[src/rtl/exp_pkg.sv]
// Shared fixed-point constants, types and the Q7.25 -> Q2.14 saturating narrowing function
// for the exp(x) result path.
package exp_pkg;

  localparam int unsigned WIDTHIN    = 16;
  localparam int unsigned WIDTHOUT   = 32;
  localparam int unsigned Q_IN_FRAC  = 14;
  localparam int unsigned Q_OUT_FRAC = 25;

  // Fraction bits dropped when narrowing Q7.25 to Q2.14.
  localparam int unsigned NARROW_SHIFT = Q_OUT_FRAC - Q_IN_FRAC;

  typedef logic [WIDTHIN-1:0]  q2_14_t;
  typedef logic [WIDTHOUT-1:0] q7_25_t;

  // Returns {sat, x16}; anything >= 4.0 does not fit Q2.14 and clamps to all-ones.
  function automatic logic [WIDTHIN:0] q725_to_q214_sat(input q7_25_t y);
    logic   sat;
    q2_14_t x16;
    sat = |y[WIDTHOUT-1:Q_OUT_FRAC+2];
    x16 = sat ? '1 : y[NARROW_SHIFT +: WIDTHIN];
    return {sat, x16};
  endfunction

endpackage

[src/rtl/exp_sink_fifo.sv]
// First-word-fall-through FIFO for exp_result_sink; synchronous active-low reset.
// Head data reads as zero while empty.
module exp_sink_fifo #(
  parameter int unsigned DEPTH   = 8,
  parameter type         entry_t = logic [7:0]
) (
  input  logic                   clk,
  input  logic                   reset,
  input  logic                   push,
  input  entry_t                 wr_data,
  input  logic                   pop,
  output logic                   ready,
  output logic                   valid,
  output entry_t                 rd_data,
  output logic [$clog2(DEPTH):0] count
);

  localparam int unsigned PtrW = $clog2(DEPTH);
  localparam int unsigned CntW = PtrW + 1;

  logic [PtrW-1:0] wr_ptr_q, wr_ptr_d;
  logic [PtrW-1:0] rd_ptr_q, rd_ptr_d;
  logic [CntW-1:0] count_q, count_d;
  entry_t          mem_q [DEPTH];

  logic push_ok;
  logic pop_ok;

  // Flags come from registered state only; a pop never frees room for a same-cycle push.
  assign ready   = count_q < CntW'(DEPTH);
  assign valid   = count_q != '0;
  assign push_ok = push && ready;
  assign pop_ok  = pop && valid;
  assign count   = count_q;
  assign rd_data = valid ? mem_q[rd_ptr_q] : '0;

  always_comb begin
    wr_ptr_d = wr_ptr_q;
    rd_ptr_d = rd_ptr_q;
    count_d  = count_q;
    if (push_ok) wr_ptr_d = wr_ptr_q + PtrW'(1);
    if (pop_ok)  rd_ptr_d = rd_ptr_q + PtrW'(1);
    unique case ({push_ok, pop_ok})
      2'b10:   count_d = count_q + CntW'(1);
      2'b01:   count_d = count_q - CntW'(1);
      default: count_d = count_q;
    endcase
  end

  always_ff @(posedge clk) begin
    if (!reset) begin
      wr_ptr_q <= '0;
      rd_ptr_q <= '0;
      count_q  <= '0;
    end else begin
      wr_ptr_q <= wr_ptr_d;
      rd_ptr_q <= rd_ptr_d;
      count_q  <= count_d;
    end
  end

  // Storage needs no reset; the empty flag masks stale contents.
  always_ff @(posedge clk) begin
    if (reset && push_ok) begin
      mem_q[wr_ptr_q] <= wr_data;
    end
  end

endmodule

[src/rtl/exp_result_sink.sv]
// Sink for the exp(x) evaluator stream: buffers Q7.25 results in an FWFT FIFO, tags them with a
// sample index and narrows to saturated Q2.14. Optional stats under `EXP_SINK_STATS_EN.
module exp_result_sink #(
  parameter int unsigned WIDTHIN  = 16,
  parameter int unsigned WIDTHOUT = 32,
  parameter int unsigned DEPTH    = 8,
  parameter int unsigned CNTW     = 16
) (
  input  logic                   clk,
  input  logic                   reset,
  input  logic                   i_valid,
  input  logic [WIDTHOUT-1:0]    i_y,
  output logic                   o_ready,
  output logic                   o_q_valid,
  input  logic                   i_q_ready,
  output logic [WIDTHOUT-1:0]    o_q_y,
  output logic [WIDTHIN-1:0]     o_q_x16,
  output logic                   o_q_sat,
  output logic [CNTW-1:0]        o_q_idx,
  output logic [$clog2(DEPTH):0] o_count,
  output logic [WIDTHOUT-1:0]    o_max,
  output logic [CNTW-1:0]        o_sat_cnt
);

  import exp_pkg::*;

  localparam int unsigned FracOut = WIDTHOUT - 7;
  localparam int unsigned FracIn  = WIDTHIN - 2;
  localparam int unsigned Shift   = FracOut - FracIn;

  typedef struct packed {
    logic [WIDTHOUT-1:0] y;
    logic [WIDTHIN-1:0]  x16;
    logic                sat;
    logic [CNTW-1:0]     idx;
  } entry_t;

  logic               sat;
  logic [WIDTHIN-1:0] x16;
  logic               push_ok;
  logic [CNTW-1:0]    idx_q, idx_d;
  entry_t             wr_entry;
  entry_t             head;

  // Narrowing is combinational from i_y and captured at push time.
  if (WIDTHIN == exp_pkg::WIDTHIN && WIDTHOUT == exp_pkg::WIDTHOUT) begin : g_q725
    assign {sat, x16} = q725_to_q214_sat(i_y);
  end else begin : g_generic
    assign sat = |i_y[WIDTHOUT-1:FracOut+2];
    assign x16 = sat ? '1 : i_y[Shift +: WIDTHIN];
  end

  assign push_ok  = i_valid && o_ready;
  assign wr_entry = '{y: i_y, x16: x16, sat: sat, idx: idx_q};

  always_comb begin
    idx_d = idx_q;
    if (push_ok) idx_d = idx_q + CNTW'(1);
  end

  always_ff @(posedge clk) begin
    if (!reset) begin
      idx_q <= '0;
    end else begin
      idx_q <= idx_d;
    end
  end

  exp_sink_fifo #(
    .DEPTH   (DEPTH),
    .entry_t (entry_t)
  ) u_fifo (
    .clk     (clk),
    .reset   (reset),
    .push    (i_valid),
    .wr_data (wr_entry),
    .pop     (i_q_ready),
    .ready   (o_ready),
    .valid   (o_q_valid),
    .rd_data (head),
    .count   (o_count)
  );

  assign o_q_y   = head.y;
  assign o_q_x16 = head.x16;
  assign o_q_sat = head.sat;
  assign o_q_idx = head.idx;

`ifdef EXP_SINK_STATS_EN
  logic [WIDTHOUT-1:0] max_q;
  logic [CNTW-1:0]     sat_cnt_q;

  // Saturating sample counter: sticks at all-ones rather than wrapping.
  always_ff @(posedge clk) begin
    if (!reset) begin
      max_q     <= '0;
      sat_cnt_q <= '0;
    end else if (push_ok) begin
      if (i_y > max_q) max_q <= i_y;
      if (sat && sat_cnt_q != '1) sat_cnt_q <= sat_cnt_q + CNTW'(1);
    end
  end

  assign o_max     = max_q;
  assign o_sat_cnt = sat_cnt_q;
`else
  assign o_max     = '0;
  assign o_sat_cnt = '0;
`endif

endmodule

[config.mk]
export PLATFORM = sky130hd
export DESIGN_NAME = exp_result_sink
export DESIGN_NICKNAME = d
export VERILOG_FILES = /design/src/rtl/exp_pkg.sv /design/src/rtl/exp_sink_fifo.sv /design/src/rtl/exp_result_sink.sv
export SDC_FILE = /design/constraint.sdc
export NUM_CORES = 1
export LEC_CHECK = 0
export ABC_AREA = 0
export BUFFER_PORTS_ARGS = -buffer_cell sky130_fd_sc_hd__buf_2
export CELL_PAD_IN_SITES_DETAIL_PLACEMENT = 1
export CELL_PAD_IN_SITES_GLOBAL_PLACEMENT = 2
export CORE_MARGIN = 2
export CORE_UTILIZATION = 47
export DETAILED_ROUTE_END_ITERATION = 7
export PLACE_DENSITY_LB_ADDON = 0.12
export SLEW_MARGIN = 20
export SYNTH_ARGS = -nofsm -noshare
export SYNTH_HDL_FRONTEND = slang
export SYNTH_SLANG_ARGS = --single-unit
[constraint.sdc]
create_clock -name clk -period 8.1 [get_ports clk]
set_input_delay 0.81 -clock clk [delete_from_list [all_inputs] [get_ports clk]]
set_output_delay 0.81 -clock clk [all_outputs]
set_load 0.01 [all_outputs]
* After elaboration in Yosys (flattened, before gate mapping)
Memory sizes are Yosys's and may differ from the RTL's. A register that Yosys moved wholly into a read port is not among the register bits.
Index checks and enable logic that the tools add are counted.
** Word-level totals
- Bits in registers :: 26
- Bits in writable memories :: 520
- Bits of input ports :: 36
- Output and inout port bits :: 119
- Logic and storage cells :: 26
- Memories :: 1
** Memory list
- u_fifo.mem_q :: words 8, width 65, rd ports 1, clocked after memory_dff 1, write ports 1, RTL line exp_sink_fifo.sv:24 : entry_t mem_q [DEPTH];
** Operators by class
- $add $sub $neg :: 5
- $lt $le $gt $ge :: 1
- Eq/ne operators :: 2
- Multiplexer cells :: 7
- Reductions and logical operators :: 6
** Operator list (count)
- two-way mux 65 bit :: 1
- adder 16 x 1 -> 16 bit (second input constant) :: 1
- two-way mux 16 bit :: 1
- one-hot mux 4 bit (2 select lines) :: 1
- adder 3 x 1 -> 3 bit (second input constant) :: 2
- two-way mux 3 bit :: 2
- OR reduction 5 bit :: 1
- adder 4 x 1 -> 4 bit (second input constant) :: 1
- < comparator 4 bit (second input constant) :: 1
- nonzero test 4 bit :: 1
- subtractor 4 x 1 -> 4 bit (second input constant) :: 1
- logical AND 1 bit :: 3
- equality test 2 x 1 -> 1 bit (second input constant) :: 1
- equality test 2 bit (second input constant) :: 1
- two-way mux 1 bit :: 2
- nonzero test 2 bit :: 1

* Logic depth before layout (Yosys ltp)
Gate-level depths: netlist of the first run.
- Depth after elaboration :: 5
- Gate-level depth with buffers :: 12
- Gate-level depth less buffers :: 10

* By module
From an unflattened synthesis of the first run, not the netlist that was laid out.
** Unflattened totals
- Cells, all modules :: 1052
- Area, all modules :: 21615.7 um^2
** Modules (own cells, without submodules)
- exp_sink_fifo :: instances 1, cells each 899, area each 20380.8 um^2, seq. area each 15875.2 um^2
- exp_result_sink :: instances 1, cells each 153, area each 1234.9 um^2, seq. area each 320.3 um^2

* Worst setup path after synthesis of the first run
OpenSTA, ideal clock, no wires.
- Path type :: input to register
- Start point :: input port i_valid
- End point :: memory u_fifo.mem_q[3][0] in the netlist's numbering (enable)
- Arrival :: 5.820 ns
- Required time :: 7.532 ns
- Setup slack :: 1.712 ns
- Cell stages on the path :: 4
- Path buffers :: 1
- Path through :: nor2b_1 clkbuf_1 nand2_1 nor3_1
** Between the ends
- Longest elaborated chain between the ends :: 4
** RTL lines
- from (decl) :: RTL line exp_result_sink.sv:11 : input logic i_valid,
- logical AND 1 bit :: RTL line exp_sink_fifo.sv:32 : assign push_ok = push && ready;
- logical AND 1 bit :: RTL line exp_sink_fifo.sv:64 : if (reset && push_ok) begin
- two-way mux 1 bit :: RTL line exp_sink_fifo.sv:64
- two-way mux 1 bit (not written as such) :: RTL line exp_sink_fifo.sv:65 : mem_q[wr_ptr_q] <= wr_data;
- to (decl) :: RTL line exp_sink_fifo.sv:24
No other way between the ends.

==> impl_metrics.toml, run 1 <==
[die]
core_area_sq_um = 45300
io_pins = 155
dieArea_sq_um = 47500
floorplan.initialDensity = 0.475
placementRows = 78
die_h_um = 218
die_w_um = 218

[timing]
setup_viol = 0
min_period_ps = 4340
timing.fmax_ghz = 0.230
final-hold-violation-count = 0
hold_ws_ps = 495
tightest_slew_ps = 1040
rsz0062_at_grt = "no"
fin_crit_sh = 0.536
fin_setup_tns_ps = 0
relSlewSlack = 0.308
drv_slew = 0
finClkSkew_ps = 13.7

[layout]
syn_to_final_growth_pct = 13.7
finish.net_count = 1225
drive_gt1_frac = 0.285
fillerInstances = 4027

[power]
cellLeakagePower_uw = 0.00785
switching_power_uw = 1830
ir_worst_vdd_uv = 440
powerDensity_nw_per_um2 = 287
seq_power_share = 0.466
combPwrFrac = 0.177
swShare = 0.261
p_int_uw = 5180
clockPowerShare = 0.357

[synth]
syn_area_per_cell_sq_um = 20.4
synth_edf_count = 520
synth_top_flop_cell = "edfxtp_1"
ys_ff_latch = 549
synthCells = 1053
yosysWarnings = 0
ys_seq_area_frac = 0.753
synth_cell_types = 36
synthArstFlopShare = 0
syn_area_sq_um = 21500

[route]
drc = 0
dr.pass1.iters = 4
drt_iter0_drc = 606
num_vias = 9966
post_drt_wl_per_cell_um = 24.7
drt-total-wl_um = 45200
via_per_inst = 5.45
drt.antenna.violating_nets = 0

[global_routing]
grt_pass1_wl_um = 69000
antenna_found_initial = 2
grt_overflow = 0
grt_start_max_net_pins = 67
grt.total_usage = 0.197
grt_pass1_vias = 11000

[clock_tree]
cts-resized-gates = 0
ctsHtreeMaxLevel = 2
cts_buffers = 56
postCtsSetupBuffers = 0
holdBufCountCts = 0
clkTransAtPathRegs_ps = 60
cts_root_buf = "clkbuf_16"
clockBufferDepth = 3
cts_tree = "yes"
clk_latency_ps = 590
clkSinkCount = 549

[setup_path]
crit_required_ps = 7290
crit_type = "flip-flop to primary output"
crit_path_end_kind = "primary output"
cp-start-kind = "flip-flop"
worst-endpoint-arrival_ps = 3530
path_max_fanout = 66

[worst_hold_path]
holdCritPathClass = "input port to flip-flop"

[flow_run]
max-cap-violations = 0

[placed_design]
dp_hpwl_um = 24200
portBuffers = 106
gp_congestion = 0.686

[outcome]
outcome = "completed"
==> final timing paths <==
path / startpoint / endpoint / slack, ps / depth (start not counted)
max: flip-flop / o_q_x16[15] / 3760 / 5
min: i_y[8] / u_fifo.mem_q[5][41]$_DFFE_PP_ / 490 / 1
max reg2reg: u_fifo.count[3]$_SDFFE_PN0P_ / u_fifo.mem_q[0][58]$_DFFE_PP_ / 4950 / 4
min reg2reg: u_fifo.wr_ptr_q[0]$_SDFFE_PN0P_ / u_fifo.wr_ptr_q[0]$_SDFFE_PN0P_ / 510 / 2
==> worst max-delay path: stages (launching register included) <==
cell and delay, ps:
dfxtp_4 1010, buf_4 890, mux4_2 380, mux2i_1 70, nor2_1 290, buf_2 200
==> flip-flops by register name (all words and copies together), names as in the netlist, named ones only <==
register,cells
idx_q,16
u_fifo.count,4
u_fifo.mem_q,520
u_fifo.rd_ptr_q,3
u_fifo.wr_ptr_q,3
==> metrics by stage <==
| stage | total power (uW) | utilization | setup slack (ps) | instance area [sq um] | cells |
|---|---|---|---|---|---|
| 2_1_floorplan | 4120 | - | 1710 | 21700 | 1100 |
| 3_3_place_gp | 4610 | 0.499 | 4230 | 22600 | 1723 |
| 3_5_place_dp | 4620 | 0.499 | 4200 | 22600 | 1723 |
| 4_1_cts | 7130 | 0.539 | 3620 | 24400 | 1827 |
| 5_1_grt | 7320 | 0.540 | 3490 | 24500 | 1829 |
| 6_report | 7020 | 0.540 | 3760 | 24500 | 1830 |
==> cells in the mapped netlist, types with 6 or more instances <==
master,count,share of area
edfxtp_1,520,0.73
mux4_2,130,0.14
nor2_1,70,0.012
mux2i_1,68,0.032
buf_4,48,0.017
dfxtp_1,29,0.027
clkbuf_1,25,0.0044
or3_1,23,0.0067
nand2_1,18,0.0031
and2_1,15,0.0044
buf_2,14,0.0033
buf_1,13,0.0023
xnor2_1,11,0.0045
a21boi_1,10,0.0035
nor3_1,7,0.0016
ha_1,6,0.0035
==> layout by cell type (no fill, tap or decap), drive strengths merged <==
master	n
nand3b	2
and2	15
a31oi	1
nor2b	4
clkinv	20
a21o	1
a21boi	10
and4b	1
diode	1
or3b	1
dfxtp	29
or4	2
and4	2
clkbuf	78
inv	6
nor4	1
nand3	5
nor2	70
nor3	7
nand2b	1
or3	23
ha	6
edfxtp	520
xor2	4
clkinvlp	2
mux4	130
nand2	18
nand4	5
bufinv	4
xnor2	11
conb	48
mux2i	68
buf	125
a21oi	1
o21ai	8
==> logic make-up (layout without fill, tap and decap cells) <==
| logic type | after synthesis | after routing | synth area share |
|---|---|---|---|
| mux | 198 | 198 | 0.168 |
| flops | 549 | 549 | 0.753 |
| xor+xnor | 15 | 15 | 0.00610 |
| fa+ha+maj | 6 | 6 | 0.00349 |
| buf+inv | 106 | 235 | 0.0277 |
| simple gates | 157 | 157 | 0.0360 |
| other cells | 1 | 49 | 0.000174 |
| compound gates | 21 | 21 | 0.00622 |
==> power by group through the flow <==
| stage | clock network [uW] | registers, uW | logic [uW] |
|---|---|---|---|
| detailed placement | 0 | 3340 | 1280 |
| finish | 2510 | 3270 | 1240 |
| CTS | 2560 | 3280 | 1290 |
| floorplan | 0 | 3260 | 856 |
| global placement | 0 | 3330 | 1280 |
| global route | 2670 | 3290 | 1370 |
==> routing by layer <==
| metal | GRT usage | share of wire | vias to the layer above | routed length (um) |
|---|---|---|---|---|
| met4 | 0.0506 | 0.016 | 2 | 729 |
| li1 | - | - | 4418 | - |
| met1 | 0.270 | 0.44 | 5297 | 19700 |
| met3 | 0.0311 | 0.036 | 55 | 1630 |
| met5 | 0 | 0.00035 | - | 16 |
| met2 | 0.334 | 0.51 | 194 | 23100 |
==> cell type report <==
type	count	area [sq um]	area share
flip-flops and latches	549	16200	0.663
multi-input cells	445	4960	0.203
clock buffers	78	1580	0.0644
well taps	600	751	0.0307
repair buffers	125	718	0.0294
clock inverters	26	223	0.00911
inverters	6	22.5	0.000921
diodes	1	2.50	0.000102
Power figures use the tool's default switching activity.
==> run 2, diff against run 1 <==
--- a/config.mk
+++ b/config.mk
@@ -5,12 +5,12 @@
 export SDC_FILE = /design/constraint.sdc
 export NUM_CORES = 1
 export LEC_CHECK = 0
-export ABC_AREA = 0
+export ABC_AREA = 1
 export BUFFER_PORTS_ARGS = -buffer_cell sky130_fd_sc_hd__buf_2
 export CELL_PAD_IN_SITES_DETAIL_PLACEMENT = 1
 export CELL_PAD_IN_SITES_GLOBAL_PLACEMENT = 2
 export CORE_MARGIN = 2
-export CORE_UTILIZATION = 47
+export CORE_UTILIZATION = 41
 export DETAILED_ROUTE_END_ITERATION = 7
 export PLACE_DENSITY_LB_ADDON = 0.12
 export SLEW_MARGIN = 20
==> constraint.sdc (replaced) <==
create_clock -name clk -period 4.5 [get_ports clk]
set_input_delay 0.45 -clock clk [delete_from_list [all_inputs] [get_ports clk]]
set_output_delay 0.45 -clock clk [all_outputs]
set_load 0.01 [all_outputs]
==> run 2 against run 1 <==
Clock-buffer cell count is 4 lower. Setup slack got worse by 2700 ps. Clock power up 89%. Largest cell class unchanged. Die area rose by 18%. Highest routed layer is now met4. Critical endpoint is now o_q_x16[1]. Worst hold slack worse by 370 ps. Sequential share of layout area shrank 2.0 points. Via count rose by 43%.
==> impl_metrics.toml, run 2 <==
[synth]
syn_area_sq_um = 22300
synthCells = 1877
synth-xor-area-share = 0.00196
synthTopCellsByArea = "edfxtp_1, nor2_1, o21ai_0"
yosys.area.top_type = "edfxtp_1"
ys_ff_latch = 549
synth_simple_gate_area_frac = 0.110
synth_top_family_by_area = "compound AO/OA/AOI/OAI gates"
synth_compound_area_frac = 0.111
synth_top_area_share = 0.700
synth_top_flop_cell = "edfxtp_1"
ys_seq_area_frac = 0.726
synth_cell_types = 30
synthAdderAreaFrac = 0.00337
synth.most_common_cell = "nor2_1"
synth.area.mux_share = 0
yosysWarnings = 0
synth_edf_count = 520
synth_common_cells = "nor2_1, edfxtp_1, o21ai_0"
syn_area_per_cell_sq_um = 11.9
synthArstFlopShare = 0

[route]
num_vias = 14200
drc = 0
drt_iter0_drc = 924
wl_met3_um = 1650
drt.antenna.violating_nets = 0
drt-total-wl_um = 57600
post_drt_wl_per_cell_um = 21.3
via_per_inst = 5.26
met1_length_um = 25500
dr_wl_met2_um = 29100
highest_layer = "met4"
dr.pass1.iters = 7

[power]
powerDensity_nw_per_um2 = 589
swShare = 0.337
switching_power_uw = 5000
p_int_uw = 9860
cellLeakagePower_uw = 0.00867
seq_power_share = 0.399
power_uw = 14900
combPwrFrac = 0.281
clockPowerShare = 0.320
ir_worst_vdd_uv = 520

[layout]
drive_gt1_frac = 0.124
final_common_cell = "nor2_1"
regMostFlops = "u_fifo.mem_q"
finish.net_count = 2006
final_cell_mix = "nor2_1, edfxtp_1, o21ai_0"
syn_to_final_growth_pct = 13.2
largest_reg_flops = 520
antenna_cells = 0

[setup_path]
worst-endpoint-arrival_ps = 2960
path_max_fanout = 80
crit_type = "flip-flop to primary output"
crit_required_ps = 4050
crit_path_end_kind = "primary output"
cp-start-kind = "flip-flop"

[placed_design]
portBuffers = 106
gp_congestion = 0.706
dp_hpwl_um = 30900

[die]
dieArea_sq_um = 56300
placementRows = 85
io_pins = 155
die_w_um = 237
floorplan.initialDensity = 0.414
core_area_sq_um = 53800
die_h_um = 237

[clock_tree]
cts_tree = "yes"
clkSinkCount = 549
clkTransAtPathRegs_ps = 60
clockBufferDepth = 3
clk_latency_ps = 620
holdBufCountCts = 0
ctsHtreeMaxLevel = 2
postCtsSetupBuffers = 0
cts_buffers = 59
cts_root_buf = "clkbuf_16"
cts-resized-gates = 0

[timing]
min_period_ps = 3410
drv_slew = 0
final-hold-violation-count = 0
relSlewSlack = 0.281
hold_ws_ps = 124
finClkSkew_ps = 20.5
fin_crit_sh = 0.758
setup_viol = 0
timing.fmax_ghz = 0.293
tightest_slew_ps = 1080
rsz0062_at_grt = "no"

[worst_hold_path]
holdCritPathClass = "input port to flip-flop"

[global_routing]
grt_pass1_wl_um = 89100
grt_start_max_net_pins = 161
antenna_found_initial = 0
grt.total_usage = 0.206
grt_overflow = 0
grt_pass1_vias = 15100

[flow_run]
max-cap-violations = 0

[outcome]
outcome = "completed"
## run 2: changes by cell type after synthesis, sizes merged, moves of 18 or more
cell,previous run,this run
nor2,70,555
o21ai,8,471
mux4,130,0
mux2i,68,0
clkbuf,25,57
buf,75,102
inv,6,31
or3,23,0
nand2,18,36
## run 2: cell type report
| class | instances | area [sq um] |
|---|---|---|
| multi-input combinational | 1184 | 5280 |
| fill | 5646 | 28600 |
| inverter | 32 | 125 |
| clock buffer | 74 | 1580 |
| timing repair buffer | 138 | 883 |
| sequential | 549 | 16200 |
| clock inverter | 30 | 288 |
| tap | 696 | 871 |
## run 2: worst max-delay path, cell delays in order (launching register included)
cell,delay (ps)
dfxtp_4,530
buf_4,730
nor2_1,110
nor2_1,110
o21ai_0,100
o21ai_0,130
o21ai_0,90
nor2_1,270
buf_2,190
## run 2: power groups by stage
stage / Sequential [uW] / Combinational, uW / Clock [uW]
floorplan: 5930 / 2760 / 0
global placement: 6040 / 4220 / 0
detailed placement: 6050 / 4270 / 0
CTS: 5940 / 4290 / 4850
global route: 5960 / 4720 / 5040
finish: 5930 / 4180 / 4750
## run 2: path summary, 6_finish.rpt
| path | startpoint | to | slack [ps] | depth (start not counted) |
|---|---|---|---|---|
| hold reg to reg | u_fifo.rd_ptr_q[0]$_SDFFE_PN0P_ | flip-flop | 480 | 1 |
| setup reg to reg | u_fifo.count[3]$_SDFFE_PN0P_ | u_fifo.mem_q[3][52]$_DFFE_PP_ | 1910 | 6 |
| hold / removal | i_y[4] | u_fifo.mem_q[2][37]$_DFFE_PP_ | 120 | 1 |
| setup / recovery | flip-flop | o_q_x16[1] | 1090 | 8 |
## run 2: cell families after synthesis
family          count (synthesis)
buf+inv                       191
flops                         549
compound gates                492
simple gates                  633
fa+ha+maj                       6
xor+xnor                        5
other cells                     1
## run 2: through the flow
step | TNS (ps) | utilization | worst slack (ps) | instances | instance area (sq um)
floorplan | -389780 | - | -1500 | 1924 | 22500
global route | 0 | 0.469 | 811 | 2703 | 25200
CTS | 0 | 0.469 | 986 | 2703 | 25200
finish | 0 | 0.469 | 1090 | 2703 | 25200
detailed placement | 0 | 0.434 | 1500 | 2599 | 23400
global placement | 0 | 0.434 | 1570 | 2599 | 23400
## run 2: per-layer routing
metal	track usage	vias to the layer above
met2	0.369	196
met5	0	-
met4	0.0595	0
met3	0.0251	86
met1	0.264	7242
li1	-	6689
==> run 3, diff against run 2 <==
==> constraint.sdc (replaced) <==
create_clock -name clk -period 3.2 [get_ports clk]
set_input_delay 0.32 -clock clk [delete_from_list [all_inputs] [get_ports clk]]
set_output_delay 0.32 -clock clk [all_outputs]
set_load 0.01 [all_outputs]
==> run 3 against run 2 <==
Final area is 0.87% higher. Highest routed layer unchanged. Register-to-register slack got worse by 950 ps. Worst hold slack got worse by 110 ps. Critical path depth unchanged. Sequential power is 40% higher. Setup slack got worse by 900 ps. Critical endpoint is now o_q_x16[11]. Global-route usage decreased by 0.28 points. Sequential share of layout area down 0.55 points. Final cell count rose by 0.92%. Sequential cell count unchanged. Die area unchanged. Clock-buffer cell count increased by 4.
==> impl_metrics.toml, run 3 (same netlist as run 2, synthesis figures left out) <==
[placed_design]
dp_hpwl_um = 31100
gp_congestion = 0.719
portBuffers = 106

[power]
seq_power_share = 0.403
ir_worst_vdd_uv = 502
clockPowerShare = 0.306
powerDensity_nw_per_um2 = 807
swShare = 0.340
switching_power_uw = 6980
cellLeakagePower_uw = 0.00875
p_int_uw = 13500
combPwrFrac = 0.291

[setup_path]
worst-endpoint-arrival_ps = 2690
crit_path_max_incr_delay_ps = 590
slowest_stage = "buf_4"
path_max_fanout = 67
cp-start-kind = "flip-flop"
crit_type = "flip-flop to primary output"
crit_required_ps = 2880
r2r-start = "u_fifo.count[1]$_SDFFE_PN0P_"
crit_path_end_kind = "primary output"
path_cells = "buf_4 -> nor2_1 -> nor2_1 -> o21ai_0 -> o21ai_0 -> o21ai_0 -> nor2_1 -> buf_2"

[route]
highest_layer = "met4"
drt.antenna.violating_nets = 0
drt-total-wl_um = 56800
wl_met3_um = 1640
drt_iter0_drc = 748
post_drt_wl_per_cell_um = 20.8
num_vias = 14200
drc = 0
met1_length_um = 25400
via_per_inst = 5.22
dr_wl_met2_um = 28400
dr.pass1.iters = 5

[layout]
fillerInstances = 5612
regMostFlops = "u_fifo.mem_q"
drive_gt1_frac = 0.126
final_common_cell = "nor2_1"
largest_reg_flops = 520
fin_util = 0.473
syn_to_final_growth_pct = 14.1
antenna_cells = 0
final_cell_mix = "nor2_1, edfxtp_1, o21ai_0"
finish.net_count = 2028

[clock_tree]
cts_root_buf = "clkbuf_16"
clkTransAtPathRegs_ps = 60
cts_tree = "yes"
cts-resized-gates = 0
cts_buffers = 58
clk_latency_ps = 610
ctsHtreeMaxLevel = 2
clkSinkCount = 549
postCtsSetupBuffers = 0
clockBufferDepth = 3

[global_routing]
grt.total_usage = 0.203
antenna_found_initial = 0
grt_pass1_wl_um = 87700
grt_pass1_vias = 14900
grt_start_max_net_pins = 70
grt_overflow = 0

[outcome]
outcome = "completed"

[die]
placementRows = 85
floorplan.initialDensity = 0.414
die_w_um = 237
core_area_sq_um = 53800
io_pins = 155
die_h_um = 237
dieArea_sq_um = 56300

[timing]
relSlewSlack = 0.408
hold_ws_ps = 18.0
setup_viol = 0
min_period_ps = 3010
final-hold-violation-count = 0
fin_crit_sh = 0.940
drv_slew = 0
fin_setup_tns_ps = 0
tightest_slew_ps = 885
finClkSkew_ps = 11.5
rsz0062_at_grt = "no"
timing.fmax_ghz = 0.333

[flow_run]
max-cap-violations = 0

[worst_hold_path]
worstHoldStart = "i_y[3]"
holdCritPathClass = "input port to flip-flop"
==> run 3: cell types whose count changed in the layout (fill, tap and decap cells not counted), moves of 4 or more <==
| cell | delta |
|---|---|
| nor3_4 | +4 |
| nor3_2 | -4 |
| clkbuf_1 | +6 |
| bufinv_16 | -4 |
| dlygate4sd3_1 | +14 |
| buf_12 | +9 |
==> run 3: timing repair <==
item | in CTS | in global routing
endpoints found under the hold margin | 112 | 0
hold buffers | 14 | 0
endpoints found under the setup margin | 0 | 0
==> run 3: power by group through the flow <==
stage	logic [uW]	clock network, uW	registers [uW]
4_1_cts	6150	6420	8280
3_5_place_dp	6110	0	8430
3_3_place_gp	6030	0	8420
6_report	5980	6270	8280
5_1_grt	6750	6670	8300
2_1_floorplan	3890	0	8330
==> run 3: metal layers <==
metal | GRT usage | vias to the layer above
met5 | 0 | -
li1 | - | 6733
met2 | 0.358 | 202
met4 | 0.0606 | 0
met1 | 0.266 | 7219
met3 | 0.0224 | 80
==> run 3: critical path: cells and delay by family (launching register included) <==
kind	cells	cell delay (ps)
simple gates	3	490
buf+inv	2	780
flops	1	440
compound gates	3	290
==> run 3: through the flow <==
stage	worst slack, ps	cells	area, sq um	power [uW]
floorplan	-951	1924	22500	12200
global placement	689	2608	23600	14500
detailed placement	687	2608	23600	14500
CTS	146	2728	25400	20900
global route	0.310	2728	25400	21700
finish	193	2728	25400	20500
==> run 3: final cells by class <==
class                      instances  area [sq um]  share of cell area
multi-input combinational       1184          5310               0.209
sequential                       549         16200               0.637
clock buffer                      78          1550              0.0608
inverter                          32           125             0.00492
clock inverter                    28           189             0.00742
timing repair buffer             161          1200              0.0473
tap                              696           871              0.0342
==> run 3: final timing paths <==
path                                     endpoint  cells after the start  slack [ps]
setup / recovery                      o_q_x16[11]                      8         190
hold / removal      u_fifo.mem_q[6][36]$_DFFE_PP_                      1          20
setup reg to reg     u_fifo.count[2]$_SDFFE_PN0P_                     13         960
hold reg to reg   u_fifo.rd_ptr_q[0]$_SDFFE_PN0P_                      1         490
